File: src/rtl/usb_pkg.sv
// Shared constants and enums for the parametrised USB serial CRC engine.
package usb_pkg;

   localparam logic [4:0]  CRC5_POLY      = 5'h05;
   localparam logic [4:0]  CRC5_RESIDUAL  = 5'h0C;
   localparam logic [15:0] CRC16_POLY     = 16'h8005;
   localparam logic [15:0] CRC16_RESIDUAL = 16'h800D;

   typedef enum logic {
      CRC_GEN   = 1'b0,
      CRC_CHECK = 1'b1
   } crc_mode_t;

   typedef enum logic [1:0] {
      ST_IDLE   = 2'd0,
      ST_SHIFT  = 2'd1,
      ST_APPEND = 2'd2,
      ST_RESULT = 2'd3
   } crc_state_t;

endpackage

File: src/rtl/crc_lfsr_step.sv
// One bit-step of a left-shifting CRC register; fb_i selects whether POLY is folded in.
module crc_lfsr_step #(
   parameter int unsigned     W    = 16,
   parameter logic [W-1:0]    POLY = W'(16'h8005)
) (
   input  logic [W-1:0] crc_i,
   input  logic         fb_i,
   output logic [W-1:0] crc_o
);

   assign crc_o = {crc_i[W-2:0], 1'b0} ^ (fb_i ? POLY : '0);

endmodule

File: src/rtl/usb_crc_engine.sv
// Serial CRC generator/checker for USB token (CRC5) and data (CRC16) packets.
// Optional USB_CRC_ABORT_EN adds an abort input that returns the engine to IDLE.
module usb_crc_engine
   import usb_pkg::*;
#(
   parameter int unsigned  W        = 16,
   parameter logic [W-1:0] POLY     = W'(CRC16_POLY),
   parameter logic [W-1:0] RESIDUAL = W'(CRC16_RESIDUAL)
) (
   input  logic clk,
   input  logic rst_n,
   input  logic mode,
   input  logic start,
   input  logic s_in,
   input  logic s_valid,
   input  logic endr,
   input  logic pause,
`ifdef USB_CRC_ABORT_EN
   input  logic abort,
`endif
   output logic s_out,
   output logic s_out_valid,
   output logic busy,
   output logic done,
   output logic crc_ok,
   output logic crc_err
);

   localparam int unsigned CW = (W > 1) ? $clog2(W) : 1;

   crc_state_t    state_q;
   crc_mode_t     mode_q;
   logic [W-1:0]  crc_q;
   logic [W-1:0]  crc_d;
   logic [CW-1:0] cnt_q;
   logic          s_out_q;
   logic          s_out_valid_q;
   logic          busy_q;
   logic          done_q;
   logic          crc_ok_q;
   logic          crc_err_q;
   logic          fb_c;
   logic          abort_c;

`ifdef USB_CRC_ABORT_EN
   assign abort_c = abort;
`else
   assign abort_c = 1'b0;
`endif

   // APPEND shifts the register out with zero feedback
   assign fb_c = (state_q == ST_SHIFT) & (s_in ^ crc_q[W-1]);

   crc_lfsr_step #(
      .W    (W),
      .POLY (POLY)
   ) u_step (
      .crc_i (crc_q),
      .fb_i  (fb_c),
      .crc_o (crc_d)
   );

   always_ff @(posedge clk) begin
      if (rst_n) begin
         state_q       <= ST_IDLE;
         mode_q        <= CRC_GEN;
         crc_q         <= '1;
         cnt_q         <= '0;
         s_out_q       <= 1'b0;
         s_out_valid_q <= 1'b0;
         busy_q        <= 1'b0;
         done_q        <= 1'b0;
         crc_ok_q      <= 1'b0;
         crc_err_q     <= 1'b0;
      end else if (abort_c) begin
         state_q       <= ST_IDLE;
         s_out_valid_q <= 1'b0;
         busy_q        <= 1'b0;
         done_q        <= 1'b0;
         crc_ok_q      <= 1'b0;
         crc_err_q     <= 1'b0;
      end else if (!pause) begin
         done_q <= 1'b0;
         case (state_q)
            ST_IDLE: begin
               s_out_valid_q <= 1'b0;
               if (start) begin
                  crc_q     <= '1;
                  mode_q    <= crc_mode_t'(mode);
                  crc_ok_q  <= 1'b0;
                  crc_err_q <= 1'b0;
                  busy_q    <= 1'b1;
                  state_q   <= ST_SHIFT;
               end
            end
            ST_SHIFT: begin
               s_out_valid_q <= s_valid;
               if (s_valid) begin
                  s_out_q <= s_in;
                  crc_q   <= crc_d;
                  if (endr) begin
                     if (mode_q == CRC_GEN) begin
                        cnt_q   <= CW'(W - 1);
                        state_q <= ST_APPEND;
                     end else begin
                        state_q <= ST_RESULT;
                     end
                  end
               end
            end
            ST_APPEND: begin
               s_out_q       <= ~crc_q[W-1];
               s_out_valid_q <= 1'b1;
               crc_q         <= crc_d;
               cnt_q         <= cnt_q - CW'(1);
               if (cnt_q == '0) begin
                  done_q  <= 1'b1;
                  busy_q  <= 1'b0;
                  state_q <= ST_IDLE;
               end
            end
            ST_RESULT: begin
               s_out_valid_q <= 1'b0;
               crc_ok_q      <= (crc_q == RESIDUAL);
               crc_err_q     <= (crc_q != RESIDUAL);
               done_q        <= 1'b1;
               busy_q        <= 1'b0;
               state_q       <= ST_IDLE;
            end
            default: state_q <= ST_IDLE;
         endcase
      end
   end

   assign s_out       = s_out_q;
   assign s_out_valid = s_out_valid_q;
   assign busy        = busy_q;
   // a pending done pulse is held back while the stuffer stalls
   assign done        = done_q & ~pause;
   assign crc_ok      = crc_ok_q;
   assign crc_err     = crc_err_q;

endmodule

File: config.mk
export PLATFORM = sky130hd
export DESIGN_NAME = usb_crc_engine
export DESIGN_NICKNAME = d
export VERILOG_FILES = /design/src/rtl/usb_pkg.sv /design/src/rtl/crc_lfsr_step.sv /design/src/rtl/usb_crc_engine.sv
export SDC_FILE = /design/constraint.sdc
export NUM_CORES = 1
export LEC_CHECK = 0
export CAP_MARGIN = 0
export CORE_MARGIN = 8
export CORE_UTILIZATION = 35
export DETAILED_ROUTE_END_ITERATION = 10
export PLACE_DENSITY = 0.58
export SYNTH_ARGS = -nofsm -noshare
export SYNTH_HDL_FRONTEND = slang
export SYNTH_SLANG_ARGS = --single-unit
export TNS_END_PERCENT = 10
File: constraint.sdc
create_clock -name clk -period 4.85 [get_ports clk]
set_input_delay 0.97 -clock clk [delete_from_list [all_inputs] [get_ports clk]]
set_output_delay 0.97 -clock clk [all_outputs]
set_load 0.01 [all_outputs]
# Word-level counts from Yosys, hierarchy flattened
# Cells that the tools add are included.
dict set report op_classes {
  reduce_logical 14
  eq_ne 10
  n_mux 25
  addsub 1
  bitwise 6
}
# op n
set ops {}
lappend ops {{two-way mux 16 bit} 3}
lappend ops {{one-hot mux 16 bit (3 select lines)} 1}
lappend ops {{== test 16 bit (second input constant)} 1}
lappend ops {{!= test 16 bit (second input constant)} 1}
lappend ops {{XOR 16 bit} 1}
lappend ops {{two-way mux 4 bit} 3}
lappend ops {{!= test 2 bit (second input constant)} 5}
lappend ops {{AND reduction 5 bit} 2}
lappend ops {{AND reduction 3 bit} 3}
lappend ops {{two-way mux 2 bit} 4}
lappend ops {{one-hot mux 1 bit (2 select lines)} 4}
lappend ops {{one-hot mux 2 bit (4 select lines)} 1}
lappend ops {{one-hot mux 4 bit (2 select lines)} 1}
lappend ops {{AND reduction 4 bit} 2}
lappend ops {{two-way mux 1 bit} 6}
lappend ops {{one-hot mux 1 bit (3 select lines)} 2}
lappend ops {{nonzero test 3 bit} 2}
lappend ops {{== test 2 bit (second input constant)} 2}
lappend ops {{logical NOT 4 bit} 1}
lappend ops {{nonzero test 2 bit} 2}
lappend ops {{subtractor 4 x 1 -> 4 bit (second input constant)} 1}
lappend ops {{bitwise AND 1 bit} 2}
lappend ops {{== test 2 x 1 -> 1 bit (second input constant)} 1}
lappend ops {{logical NOT 2 bit} 1}
lappend ops {{3 further kinds} 4}
dict set report word_totals {
  output_inout_bits 6
  elab_cells 66
  register_bits 29
  in_bits 8
}

# Depth between registers and ports, before layout
dict set report depth {
  word_depth 6
  mapped_depth 9
  depth_no_buf 6
}

# Hierarchy
# Synthesis repeated with hierarchy kept, for this count alone.
dict set report unflattened {
  hier_cells 178
  hier_area_um2 1617.8
}
# mod seq_area_each_um2 instances area_each_um2 cells_each
set modules_own_cells {}
lappend modules_own_cells {usb_crc_engine 580.6 1 1495.2 162}
lappend modules_own_cells {crc_lfsr_step 0.0 1 122.6 16}

# Worst setup path before layout
# Ideal clock, no wire load.
dict set report synth_timing {
  kind {input-to-output}
  startpoint {input pause}
  endpoint {output done}
  setup_slack_ns 2.546
  t_required_ns 3.880
  path_buffers 1
  t_arrival_ns 1.334
  stages 2
  path_cell_list {buf_2 nor2b_1}
}
dict set report synth_between {
  elab_chain_len 2
}
# element line
set synth_rtl {}
lappend synth_rtl {{start: declaration} usb_crc_engine.sv:17} ;# input logic pause,
lappend synth_rtl {{NOT 1 bit (no source line)} n/a}
lappend synth_rtl {{bitwise AND 1 bit} usb_crc_engine.sv:139} ;# assign done = done_q & ~pause;
lappend synth_rtl {{end: declaration} usb_crc_engine.sv:24} ;# output logic done,
# No other way between the ends.

# Worst setup path in the final report
# Same ends and word-level chain as after synthesis.

==> qor.csv <==
metric;value;unit
Final period util;69.4;%
Clock Root Buffer;clkbuf_8;
clock transition at the registers of the reported paths;0.06;ns
Lkg Pwr;0.569;nW
placed wire-length estimate;2.06;mm
total length of routed wires;2.87;mm
clock latency on the worst-skew pair;0.28;ns
count of final setup violators;0;
number of antenna violations at the first check in global routing;0;
Crit Path Max Fanout;12;
CTS tree;built;
count of buffers from port buffering;13;
Critical Path, Cell by Cell;clkdlybuf4s50_1, nor2b_1, clkdlybuf4s50_1;
overall track demand over capacity in global routing;9.75;%
Die H;79.7;um
placer congestion estimate;0.797;
Worst Tran Pin Value;0.931;ns
status;finished, final reports clean;
RSZ-0062 raised after global routing;false;
most frequent cells in the layout;dfxtp_1 (29), nand2b_1 (17), nor2_1 (14);
post-synthesis sequential element count;29;
Reg-to-Reg Start;state_q[1];
most frequent standard cell in the layout excluding fill and tap cells;dfxtp_1;
cell repeated most along the worst path;clkdlybuf4s50_1;
synthesis-to-layout area growth;17.0;%
power density over cell area;350;mW/mm^2
post-synthesis instance area;0.00142;mm^2
Worst Hold Depth;1;
share of final-layout standard cells stronger than drive strength 1;8.75;%
shortest clock period the worst path allows after layout;3.37;ns
end of the worst hold path;cnt_q[0];
CTS sink cnt;29;
first-pass GRT wire length;4.92;mm
Max IR drop VDD;0.143;mV
Required @ worst endpoint;3.88;ns
crit path max-delay cell type;clkdlybuf4s50_1;
number of global-route vias before repair;1099;
Routed wire per std cell;13.6;um
net count reported at finish;173;
number of enable flip-flop cells after synthesis;0;
synthesized instance count;148;
Inserted Clock Buffers;5;
nets in the synthesized netlist;162;
DRC violations left;0;
total of hold buffers inserted after clock tree synthesis;0;
residual overflow from global routing;0;
part of the Yosys area used for sequential elements;40.9;%
final hold violation count;0;
H-Tree Level Count;2;
headroom to the max-slew limit;37.7;%
element type at the critical path start;input port;
Worst Reg-to-Reg Cells;6;
Worst Path Class, Setup;in -> out;
maximum root-to-sink buffer count;2;
count of cells resized by post-cts repair;0;
number of placement rows;23;
max-cap violation count;0;
pin count of the biggest net entering global routing;31;
Initial Util;36.0;%
post-DR vias/cell;5.21;
number of search-and-repair iterations in the first detailed-routing pass;4;
number of top-level design ports;14;
final antenna diode count;0;
fillers;385;
end of the worst register-to-register path;crc_q[4];
count of buffers added by post-CTS timing repair for setup;0;
HP Class;reg -> reg;
highest achievable clock rate;0.297;GHz
total negative slack;0;ns
Final Max Tran Viols;0;
most used flip-flop cell after synthesis;dfxtp_1;
core outline area;0.00394;mm^2
die footprint;0.00635;mm^2
Worst EP arrival;2.40;ns
utilization after layout;42.1;%
Synthesis Warnings;0;
count of different cell masters after synthesis;35;
Reg2Reg Setup Slack;2.71;ns
kind of capture point of the worst setup path;output pin;
worst setup skew after layout;0.00342;ns
Worst path max stage delay;0.67;ns
DR iter-0 viols;30;
Post-Syn Area per Cell;9.60;um^2
Routed Antenna Nets;0;
fraction of registers with async set/reset;0;%
count of vias placed by the detailed router;1095;
beginning of the worst hold path;cnt_q[0];
die outline width;79.7;um
-- layer usage --
layer,GRT usage [%],wire length [um],vias to the layer above
met5,0,0,-
met4,5.37,54,0
met3,3.27,90,5
met2,15.7,1380,17
met1,11.0,1350,519
li1,-,-,554
-- worst max-delay path by stage --
stage / startpoint / endpoint / slack (ns)
2_1_floorplan: pause / done / 2.55
3_3_place_gp: pause / done / 1.48
3_5_place_dp: pause / done / 1.47
4_1_cts: pause / done / 1.47
5_1_grt: pause / done / 1.39
6_report: pause / done / 1.48
-- final cells by class --
cell class                 instances  area [um^2]  share of cell area (%)
sequential                        29          581                    34.9
clock buffer                       7         96.3                    5.80
inverter                           5         18.8                    1.13
clock inverter                     1         5.00                   0.301
timing repair buffer              13          130                    7.83
tap                               50         62.6                    3.77
multi-input combinational        105          768                    46.2
-- cell families after synthesis --
logic type / count (synthesis) / synth area share, %
AND/OR/NAND/NOR: 58 / 25.5
AO/OA/AOI/OAI: 33 / 17.9
flip-flops: 29 / 40.9
buffers and inverters: 14 / 5.02
adder cells (fa/ha/maj): 6 / 5.29
multiplexers: 5 / 3.61
XOR/XNOR: 3 / 1.85
-- worst max-delay path: cells and delay by family --
kind,cells,cell delay (ns)
buffers and inverters,2,1.22
and+or+nand+nor,1,0.20
-- power by group --
part           internal (mW)  leakage, nW  switching (mW)
registers              0.249        0.236         0.00892
logic                 0.0501        0.279          0.0592
clock network          0.128       0.0542          0.0865
total                  0.427        0.569           0.155
-- per-stage QoR --
stage / setup slack [ns] / instances / cell area, um^2 / hold slack (ns) / total power [mW]
final: 1.48 / 210 / 1660 / 0.497 / 0.582
after global routing: 1.39 / 210 / 1660 / 0.528 / 0.612
after CTS: 1.47 / 210 / 1660 / 0.498 / 0.589
after detailed placement: 1.47 / 202 / 1560 / 0.488 / 0.373
after global placement: 1.48 / 202 / 1560 / 0.481 / 0.369
after floorplan: 2.55 / 148 / 1420 / 0.460 / 0.347
-- flip-flops by register name, indices dropped and copies added, names as in the netlist --
signal	cells
busy	1
cnt_q	4
crc_err	1
crc_ok	1
crc_q	16
done_q	1
mode_q	1
s_out	1
s_out_valid	1
state_q	2
-- cells in the mapped netlist, types with 3 or more instances --
| cell type | number | share of area [%] |
|---|---|---|
| nor2_1 | 14 | 3.7 |
| nor3_1 | 6 | 2.1 |
| dfxtp_1 | 29 | 41 |
| nand2_1 | 3 | 0.79 |
| a21oi_1 | 9 | 3.2 |
| a211oi_1 | 3 | 1.6 |
| ha_1 | 6 | 5.3 |
| xor2_1 | 3 | 1.9 |
| mux2i_1 | 4 | 2.8 |
| nand2b_1 | 17 | 7.5 |
| o22ai_1 | 13 | 5.7 |
| inv_1 | 5 | 1.3 |
| a311oi_1 | 4 | 2.5 |
| buf_2 | 3 | 1.1 |
| clkbuf_1 | 4 | 1.1 |
Note: power is estimated with default switching activity, not from simulation.
==> patch 1, RTL diff (config.mk and constraints unchanged) <==
Add a define of `USB_CRC_ABORT_EN`.
--- a/src/rtl/usb_crc_engine.sv
+++ b/src/rtl/usb_crc_engine.sv
@@ -2,2 +2,4 @@
 // Optional USB_CRC_ABORT_EN adds an abort input that returns the engine to IDLE.
+`define USB_CRC_ABORT_EN
+
 module usb_crc_engine
Ports: changed (added abort); port bits go from 14 to 15. No check against the original RTL was run, so the function may have changed too.
==> patch 1 against the original RTL <==
  * Sequential share of layout area fell by 2.3 points
  * Cell count rose by 10%
  * Area after synthesis up 7.8%
  * Global-route usage increased by 1.0 points
  * Register-to-register slack better by 0.04 ns
  * Wire length up 13%
  * Sequential cell count is the same
  * Worst setup slack better by 0.13 ns
  * Design area is 7.0% higher
  * Highest routed layer unchanged
Power is not compared: it rests on default switching activity, and its combinational part moved more than twofold at a synthesized area within 25%.
==> patch 1: results (changes against the original RTL) <==
place:
  placed_area_mm2: 0.00168  # +7.5%
  pre_cts_ws_ns: 1.61  # +0.139 ns
  gp_congestion: 0.717  # -10%
  portBuffers: 14  # +1
  dpl.hpwl_mm: 2.42  # +17%
  dp_cells: 223  # +10%
global_routing:
  use_met3: 0.0314  # -0.00127
  met1_usage: 0.118  # +0.00753
  grt_pass1_wl_mm: 5.63  # +14%
  grt_max_degree: 25  # -19%
  grt_use_total: 0.108  # +0.0101
  gr-usage-met2: 0.184  # +0.0266
  grt_pass1_vias: 1250  # +14%
logic_synthesis:
  yosysWarnings: 0  # unchanged
  synthTopCellsByCount: "dfxtp_1, nor2_1, o21bai_1, a21oi_1, nor3b_2"
  ys_types: 33  # -5.7%
  yosys.area_share.adder: 0.0408  # -0.0120
  postSynthCellCount: 167  # +13%
  synth_top_cells_by_area: "dfxtp_1, nor3b_2, o21bai_1"
  muxShareOfSynthArea: 0.0204  # -0.0157
  synth_xor_area_frac: 0.0172  # -0.00135
  syn_nets: 181  # +12%
  ys_seq_area_frac: 0.379  # -0.0297
  synth_compound_area_frac: 0.178  # -0.000750
  synthArstFlopShare: 0  # unchanged
critical_path:
  worstPathMaxFanout: 10  # -2
  cp_slowest_stage_delay_ns: 0.57  # -0.10 ns
  arrival_ns: 2.27  # -0.13 ns
  crit_family: "buffers and inverters"
  cpMaxStageDelayCell: "clkdlybuf4s50_1"
route:
  drtIter0Drc: 106  # +250%
  wl_met1_mm: 1.39  # +3.6%
  via_per_inst: 5.28  # +1.2%
  highest_layer: "met4"
  wl_met2_mm: 1.64  # +20%
  wirelength_mm: 3.24  # +13%
  dr_wl_met3_um: 135  # +50%
power_and_ir_drop:
  p_leak_nw: 0.640
status:
  status: "finished clean"
timing:
  worst_slew_pin_slew_ns: 0.853  # -0.0777 ns
  clock_skew_ns: 0.00561  # +0.00220 ns
final_layout:
  drive_gt1_frac: 0.151  # +0.0633
  num_antenna_cells: 0  # unchanged
  fill_cells: 450  # +17%
  final_cell_area_mm2: 0.00178  # +7.0%
  fin_cells: 231  # +10%
  final_nets: 192  # +11%
cts:
  cts_setup_buffers: 0  # unchanged
  insertion_delay_ns: 0.28  # about the same
  cts_buffers: 5  # unchanged
patch 1: power groups by stage:
stage | Clock, W | Combinational, W | Sequential, W
5_1_grt | 0.000241 | 0.0000561 | 0.000243
4_1_cts | 0.000226 | 0.0000521 | 0.000243
3_3_place_gp | 0 | 0.0000503 | 0.000248
6_report | 0.000222 | 0.0000515 | 0.000243
3_5_place_dp | 0 | 0.0000518 | 0.000249
2_1_floorplan | 0 | 0.0000375 | 0.000248
patch 1: layout make-up:
type,count,share of cell area
Sequential cell,29,0.327
Inverter,6,0.0127
Multi-Input combinational cell,122,0.488
Clock inverter,1,0.00281
Clock buffer,7,0.0542
Timing Repair Buffer,14,0.0788
Tap cell,52,0.0366
patch 1: worst paths after layout:
| path | to | slack, ns | start | cells past startpoint |
|---|---|---|---|---|
| worst min register to register | done_q | 0.45 | done_q | 2 |
| worst min-delay path | done_q | 0.45 | done_q | 2 |
| worst max-delay path | done | 1.61 | pause | 3 |
| worst max register to register | state_q[0] | 2.75 | cnt_q[0] | 6 |
==> patch 2, RTL diff (same flow settings) <==
Without the edit above. Make the reset (`rst_n`) asynchronous in one clocked block.
--- a/src/rtl/usb_crc_engine.sv
+++ b/src/rtl/usb_crc_engine.sv
@@ -62,3 +62,3 @@
 
-   always_ff @(posedge clk) begin
+   always_ff @(posedge clk or posedge rst_n) begin
       if (rst_n) begin
Behaviour: differs if rst_n is asserted again (counterexample within 4 cycles, from zero or initial values and one cycle with rst_n high); with rst_n held inactive, the same outputs for 10 cycles.
==> patch 2 against the original RTL <==
  * Worst hold slack lost 0.019 ns
  * Critical path depth did not move
  * Sequential cell count unchanged
  * Non-clock buffer count increased by 1
  * Fmax grew 0.89%
  * Design area increased by 6.3%
  * Worst setup slack gained 0.030 ns
  * Wire length grew 5.4%
  * Synthesized cell count is 3.4% higher
  * Area after synthesis is 5.2% higher
  * Critical path type unchanged
Power is not compared: it rests on default switching activity, and its combinational part moved more than twofold at a synthesized area within 25%.
==> patch 2: results (changes against the original RTL) <==
final_layout:
  final_cell_area_mm2: 0.00177  # +6.3%
  fin_cells: 218  # +3.8%
  final_nets: 181  # +4.6%
  drive_gt1_frac: 0.185  # +0.0970
logic_synthesis:
  postSynthCellCount: 153  # +3.4%
  synthArstFlopShare: 1.00  # +1.00
  synth_top_cells_by_area: "dfstp_2, dfrtp_1, o21ai_0"
  synthTopCellsByCount: "o21ai_0, inv_1, dfstp_2, dfrtp_1, nor2_1"
  syn_nets: 167  # +3.1%
  ys_seq_area_frac: 0.499  # +0.0904
  ys_types: 38  # +8.6%
timing:
  worst_slew_pin_slew_ns: 1.17  # +0.237 ns
  clock_skew_ns: 0.0130  # +0.00956 ns
global_routing:
  grt_max_degree: 33  # +6.5%
  grt_pass1_wl_mm: 5.20  # +5.8%
  grt_use_total: 0.102  # +0.00466
critical_path:
  worstPathMaxFanout: 11  # -1
  arrival_ns: 2.37  # -0.03 ns
place:
  pre_cts_ws_ns: 1.52  # +0.0474 ns
  gp_congestion: 0.807  # +1.2%
  dp_cells: 210  # +4.0%
  placed_area_mm2: 0.00168  # +7.4%
status:
  status: "finished clean"
route:
  via_per_inst: 5.22  # +0.11%
  drtIter0Drc: 43  # +43%
==> patch 2: logic make-up (layout without fill, tap and decap cells) <==
group	Yosys count	after routing	synth area share
buf+inv	27	42	0.0687
fa+ha+maj	6	6	0.0502
xor+xnor	3	3	0.0176
mux	3	3	0.0218
compound gates	48	48	0.204
simple gates	37	37	0.138
flops	29	29	0.499
==> patch 2: where the power goes <==
group / total (W) / leakage (nW) / internal (W) / switching, W
clock network: 0.000201 / 0.0455 / 0.000115 / 0.0000859
logic: 0.000453 / 0.373 / 0.000193 / 0.000260
registers: 0.000482 / 0.318 / 0.000402 / 0.0000797
==> patch 2: worst max-delay path, cell delays in order <==
cell             delay, ns
clkdlybuf4s50_1       0.65
nor2b_1               0.19
clkdlybuf4s50_1       0.55
==> patch 2: final timing paths <==
check	start	end	slack [ns]	cells past startpoint
worst max-delay path	pause	done	1.51	3
worst min-delay path	done_q	done_q	0.48	2
worst max register to register	state_q[0]	crc_q[12]	2.53	6
worst min register to register	done_q	done_q	0.48	2
max in group asynchronous	rst_n	crc_q[4]	3.46	3
min in group asynchronous	rst_n	crc_err	1.05	3
==> patch 2: metal layers <==
layer / vias to the layer above / routed length, um / global-route usage
met1: 560 / 1310 / 0.114
li1: 556 / - / -
met3: 5 / 135 / 0.0331
met5: - / 0 / 0
met2: 17 / 1530 / 0.174
met4: 0 / 42 / 0.0429
==> patch 2: cell type report <==
type	instances	share of cell area
Multi-Input combinational cell	97	0.371
Timing Repair Buffer	14	0.0780
Inverter	20	0.0425
Sequential cell	29	0.422
Clock buffer	8	0.0510
Tap cell	50	0.0354
